[src/rtl/handshake_pkg.sv]
// Shared sizing helpers for the handshake constant arbiter.
//   clog2(v) : ceiling log2 (clog2(1) = 0)
//   idx_w(n) : width of a requester index, never less than one bit
package handshake_pkg;

  function automatic int unsigned clog2(input int unsigned v);
    int unsigned r;
    r = 0;
    while ((32'd1 << r) < v) r++;
    return r;
  endfunction

  function automatic int unsigned idx_w(input int unsigned n);
    return (clog2(n) < 1) ? 1 : clog2(n);
  endfunction

endpackage

[src/rtl/rr_arbiter.sv]
// Cyclic priority search: grants the first asserted req bit at or after ptr,
// wrapping upward through index N-1 back to 0.
//   req       : request vector
//   ptr       : index with highest priority this cycle (must be < N)
//   grant     : one-hot grant, zero when no request
//   grant_idx : binary index of the granted bit
//   any       : at least one request asserted
module rr_arbiter #(
  parameter int unsigned N  = 4,
  parameter int unsigned IW = 2
) (
  input  logic [N-1:0]  req,
  input  logic [IW-1:0] ptr,
  output logic [N-1:0]  grant,
  output logic [IW-1:0] grant_idx,
  output logic          any
);

  logic [IW-1:0] hi_idx;
  logic [IW-1:0] lo_idx;
  logic          hi_any;

  // Lowest requester at/above ptr wins; otherwise wrap to the lowest overall.
  always_comb begin
    hi_idx = '0;
    lo_idx = '0;
    hi_any = 1'b0;
    any    = 1'b0;
    for (int i = int'(N) - 1; i >= 0; i--) begin
      if (req[i]) begin
        lo_idx = IW'(i);
        any    = 1'b1;
        if (i >= int'(ptr)) begin
          hi_idx = IW'(i);
          hi_any = 1'b1;
        end
      end
    end
    grant_idx = hi_any ? hi_idx : lo_idx;
    grant     = any ? (N'(1) << grant_idx) : '0;
  end

endmodule

[src/rtl/handshake_constant_arbiter.sv]
// Round-robin arbiter over NUM_REQ token streams feeding a one-entry output
// register that always carries CONST_VALUE, tagged with the winner's index.
//   clk, rst      : clock, asynchronous active-low reset
//   ctrl_valid/ready : per-requester token handshake (ready is combinational)
//   outs, outs_index, outs_valid, outs_ready : output token handshake
//   issued_count  : tokens accepted since reset, wrapping
module handshake_constant_arbiter
  import handshake_pkg::*;
#(
  parameter int unsigned            DATA_WIDTH  = 32,
  parameter int unsigned            NUM_REQ     = 4,
  parameter logic [DATA_WIDTH-1:0]  CONST_VALUE = DATA_WIDTH'(24'h082D01),
  parameter int unsigned            CNT_WIDTH   = 16,
  localparam int unsigned           IDX_W       = idx_w(NUM_REQ)
) (
  input  logic                  clk,
  input  logic                  rst,
  input  logic [NUM_REQ-1:0]    ctrl_valid,
  output logic [NUM_REQ-1:0]    ctrl_ready,
  output logic [DATA_WIDTH-1:0] outs,
  output logic [IDX_W-1:0]      outs_index,
  output logic                  outs_valid,
  input  logic                  outs_ready,
  output logic [CNT_WIDTH-1:0]  issued_count
);

  logic                 full_q,   full_d;
  logic [IDX_W-1:0]     idx_q,    idx_d;
  logic [IDX_W-1:0]     rr_ptr_q, rr_ptr_d;
  logic [CNT_WIDTH-1:0] cnt_q,    cnt_d;

  logic [NUM_REQ-1:0]   grant;
  logic [IDX_W-1:0]     grant_idx;
  logic                 grant_any;
  logic                 load_en;
  logic                 accept;

  rr_arbiter #(
    .N  (NUM_REQ),
    .IW (IDX_W)
  ) u_rr_arbiter (
    .req       (ctrl_valid),
    .ptr       (rr_ptr_q),
    .grant     (grant),
    .grant_idx (grant_idx),
    .any       (grant_any)
  );

  // Stage can take a token when empty or draining this cycle; rst gates
  // ready so nothing is handshaken while reset is held.
  assign load_en    = !full_q || outs_ready;
  assign accept     = rst && grant_any && load_en;
  assign ctrl_ready = accept ? grant : '0;

  // Next-state for output stage, pointer and counter.
  always_comb begin
    full_d   = full_q;
    idx_d    = idx_q;
    rr_ptr_d = rr_ptr_q;
    cnt_d    = cnt_q;
    if (accept) begin
      full_d   = 1'b1;
      idx_d    = grant_idx;
      rr_ptr_d = (grant_idx == IDX_W'(NUM_REQ - 1)) ? '0 : grant_idx + IDX_W'(1);
      cnt_d    = cnt_q + CNT_WIDTH'(1);
    end else if (outs_ready) begin
      full_d   = 1'b0;
    end
  end

  // State registers.
  always_ff @(posedge clk or negedge rst) begin
    if (!rst) begin
      full_q   <= 1'b0;
      idx_q    <= '0;
      rr_ptr_q <= '0;
      cnt_q    <= '0;
    end else begin
      full_q   <= full_d;
      idx_q    <= idx_d;
      rr_ptr_q <= rr_ptr_d;
      cnt_q    <= cnt_d;
    end
  end

  assign outs         = CONST_VALUE;
  assign outs_valid   = full_q;
  assign outs_index   = idx_q;
  assign issued_count = cnt_q;

endmodule

[config.mk]
export PLATFORM = sky130hd
export DESIGN_NAME = handshake_constant_arbiter
export DESIGN_NICKNAME = d
export VERILOG_FILES = /design/src/rtl/handshake_pkg.sv /design/src/rtl/rr_arbiter.sv /design/src/rtl/handshake_constant_arbiter.sv
export SDC_FILE = /design/constraint.sdc
export NUM_CORES = 1
export LEC_CHECK = 0
export CAP_MARGIN = 10
export CORE_MARGIN = 5
export CORE_UTILIZATION = 44
export CTS_CLUSTER_SIZE = 8
export DETAILED_ROUTE_END_ITERATION = 7
export GPL_TIMING_DRIVEN = 0
export PLACE_DENSITY = 0.85
export SETUP_SLACK_MARGIN = 0.15
export SYNTH_ARGS = -nofsm -noshare
export SYNTH_HDL_FRONTEND = slang
export SYNTH_SLANG_ARGS = --single-unit
[constraint.sdc]
create_clock -name clk -period 2.7 [get_ports clk]
set_input_delay 0.54 -clock clk [delete_from_list [all_inputs] [get_ports clk]]
set_output_delay 0.54 -clock clk [all_outputs]
set_load 0.02 [all_outputs]
==> results.tsv <==
stage	metric	value	unit
status	outcome	complete, no violations	
setup_path	required	2160	ps
setup_path	reg2reg_slack	1050	ps
clocking	worst_case_clock_buffer_depth	2	
placement	detailed_place_hpwl	2.16	mm
setup_path	r2r_start	issued_count[0]$_DFFE_PN0P_	
sta	setup_viol_count_final	0	
clocking	tritoncts	built	
floorplanning	start_util	0.470	
logic_synthesis	synth_fa_ha_area_frac	0.0475	
final_layout	most_common_library_cell_in_the_layout_ignoring_fill_and_taps	sky130_fd_sc_hd__buf_4	
logic_synthesis	simple_logic_cell_fraction_of_the_synthesized_area	0.154	
routing	number_of_vias_in_the_routed_layout	1014	
clocking	clock_tree.htree_level_count	1	
routing	routed_wirelength	2.74	mm
clocking	cts.sinks	21	
power_and_ir_drop	totalPowerFinal	0.00115	W
sta	final_min_period_over_clock_period	0.906	
final_layout	fin_area	0.00182	mm²
sta	hold_violations	0	
global_route	antenna_found_initial	0	
setup_path	timing.reg2reg.worst_path_depth	5	
routing	remaining_antenna_violation_count	0	
global_route	grt_remaining_overflow	0	
sta	total_count_of_max_transition_violations_in_the_final_report	0	
routing	first_iter_violations	15	
logic_synthesis	fraction_of_the_mapped_netlist_area_in_compound_gates	0.0503	
routing	wire_per_inst	12.2	µm
clocking	clk_pin_slew_worst_paths	110	ps
floorplanning	vertical_die_dimension	64.7	µm
logic_synthesis	synth_top_family_by_area	buffers and inverters	
final_layout	fraction_of_final_layout_cells_with_drive_strength_greater_than_1	0.309	
global_route	grt_first_pass_wirelength	4.62	mm
final_layout	final_cells	225	
logic_synthesis	synth_cell_types	28	
setup_path	path_class	input pin to output port	
flow_run	max_cap_viol_count	0	
clocking	clock-root-buffer	sky130_fd_sc_hd__clkbuf_4	
setup_path	critPathLaunchType	input pin	
final_layout	flow.area_growth_from_synthesis	38.0	%
setup_path	maximum_net_fanout_on_the_critical_path	10	
power_and_ir_drop	peakVddDrop	595	µV
floorplanning	core_region_area	0.00281	mm²
logic_synthesis	number_of_warnings_reported_in_the_yosys_synthesis_log	0	
clocking	cts-buffers-inserted	3	
logic_synthesis	syn-cell-area	0.00132	mm²
sta	slew-limit-headroom	0.664	
logic_synthesis	synthesis.instances	128	
logic_synthesis	ys_async_sr_fraction	1.00	
setup_path	worst-endpoint-arrival	1910	ps
final_layout	layout.core_utilization	0.648	
clocking	worstSkewPairLatency	300	ps
sta	unrepaired_setup_endpoints_after_global_routing	true	
floorplanning	die-area	0.00419	mm²
routing	vias_per_cell	4.51	
setup_path	critPathCaptureType	output port	
floorplanning	io_pins	62	
logic_synthesis	ys_seq_area_frac	0.399	
placement	place_area	0.00176	mm²
sta	max_clock_freq	409	MHz
floorplanning	die_w	64.7	µm
worst_hold_path	holdCritPathClass	input pin to asynchronous set/reset pin	
routing	drt_pass1_iterations	4	
logic_synthesis	synth-edff-count	0	
logic_synthesis	post_synthesis_register_bit_count	21	
final_layout	n_antenna_cell	0	
power_and_ir_drop	power.density	632	mW/mm²
final_layout	final_cell_mix	sky130_fd_sc_hd__buf_4, sky130_fd_sc_hd__conb_1, sky130_fd_sc_hd__clkdlybuf4s50_1	
sta	crit_path_time_final	2450	ps
floorplanning	core.rowCount	19	
logic_synthesis	syn_avg_cell_area	10.3	µm²
routing	drc_errors	0	
global_route	grt_pass1_vias	1019	
logic_synthesis	synth_flop_cell	sky130_fd_sc_hd__dfrtp_1	
setup_path	crit-reg2reg-capture	issued_count[10]$_DFFE_PN0P_	
sta	final.setup_skew	2.41	ps
placement	port-buffer-count	29	
sta	worst-slew-pin-transition	499	ps
final_layout	fin_nets	207	
global_route	gr-usage-all-layers	0.137	
logic_synthesis	yosys-mux-area-fraction	0.0446	
placement	dp.cells	218	
power_and_ir_drop	cellLeakagePower	0.891	nW
placement	routabilityCongestion	0.783	
logic_synthesis	synth_xor_xnor_area_share	0.0997	
global_route	grt_max_degree	23	
==> area by class of cell <==
cell class / count / area [µm²]
fillers: 245 / 987
multi-input cells: 101 / 667
flip-flops and latches: 21 / 528
repair buffers: 32 / 295
plain buffers: 33 / 251
well taps: 31 / 38.8
clock buffers: 4 / 26.3
inverters: 3 / 11.3
==> power breakdown <==
group	internal [W]	switching, W	leakage [nW]
Sequential	0.000385	0.0000952	0.267
Combinational	0.000259	0.000262	0.610
Clock	0.0000577	0.0000900	0.0150
==> state kept, by name, indices dropped and copies added, names as in the netlist <==
| name | count |
|---|---|
| issued_count | 16 |
| rr_ptr_q | 2 |
| outs_index | 2 |
| outs_valid | 1 |
==> timing repair <==
item	in CTS	in global routing
hold endpoints to repair	0	0
resized for setup	27	10
hold buffers	0	0
endpoints found under the setup margin	15	4
setup buffers	3	0
pin swaps	2	1
==> critical path, cell delays in order <==
cell	delay, ps
sky130_fd_sc_hd__dlygate4sd2_1	300
sky130_fd_sc_hd__o41ai_4	370
sky130_fd_sc_hd__nor2_2	110
sky130_fd_sc_hd__buf_6	160
sky130_fd_sc_hd__and2_1	150
sky130_fd_sc_hd__clkdlybuf4s15_1	280
==> synth_stat cells (all sizes together) (3+ instances only) <==
library cell  instances  area, µm²
buf                  33        251
dfrtp                21        526
xnor2                13        114
nand2                 7       26.3
nand3                 6       30.0
nand4                 6       37.5
ha                    5       62.6
nor2                  5       21.3
and2                  4       25.0
mux2                  4       48.8
a21oi                 3       15.0
inv                   3       11.3
==> worst max-delay path by stage <==
stage / startpoint / endpoint / slack, ps
floorplan: ctrl_valid[3] / ctrl_ready[0] / 680
global placement: rst / ctrl_ready[3] / -980
detailed placement: rst / ctrl_ready[2] / -1070
CTS: rr_ptr_q[0]$_DFFE_PN0P_ / ctrl_ready[1] / 150
global route: rr_ptr_q[0]$_DFFE_PN0P_ / ctrl_ready[1] / 140
finish: ctrl_valid[2] / ctrl_ready[3] / 250
==> stage by stage <==
step                setup slack, ps  hold WS, ps  TNS (ps)
CTS                             152          105         0
floorplan                       675          244         0
detailed placement            -1070          489     -7650
finish                          253          104         0
global route                    144          115         0
global placement               -982          462     -6060
==> per-layer routing <==
layer / GRT usage / vias to the layer above / wire (µm) / part of all wire
li1: - / 495 / - / -
met1: 0.158 / 468 / 1070 / 0.39
met2: 0.249 / 44 / 1410 / 0.51
met3: 0.0294 / 7 / 215 / 0.079
met4: 0.0501 / 0 / 46 / 0.017
met5: 0 / - / 0 / 0
==> logic make-up (layout without fill, tap and decap cells) <==
logic type,count (synthesis),after routing
and+or+nand+nor,37,37
buffers and inverters,36,72
DFF,21,21
muxes,5,5
xor gates and xnor gates,15,15
adders and majority gates,5,5
other,2,32
AOI/OAI and AO/OA,7,7
Power figures use the tool's default switching activity.
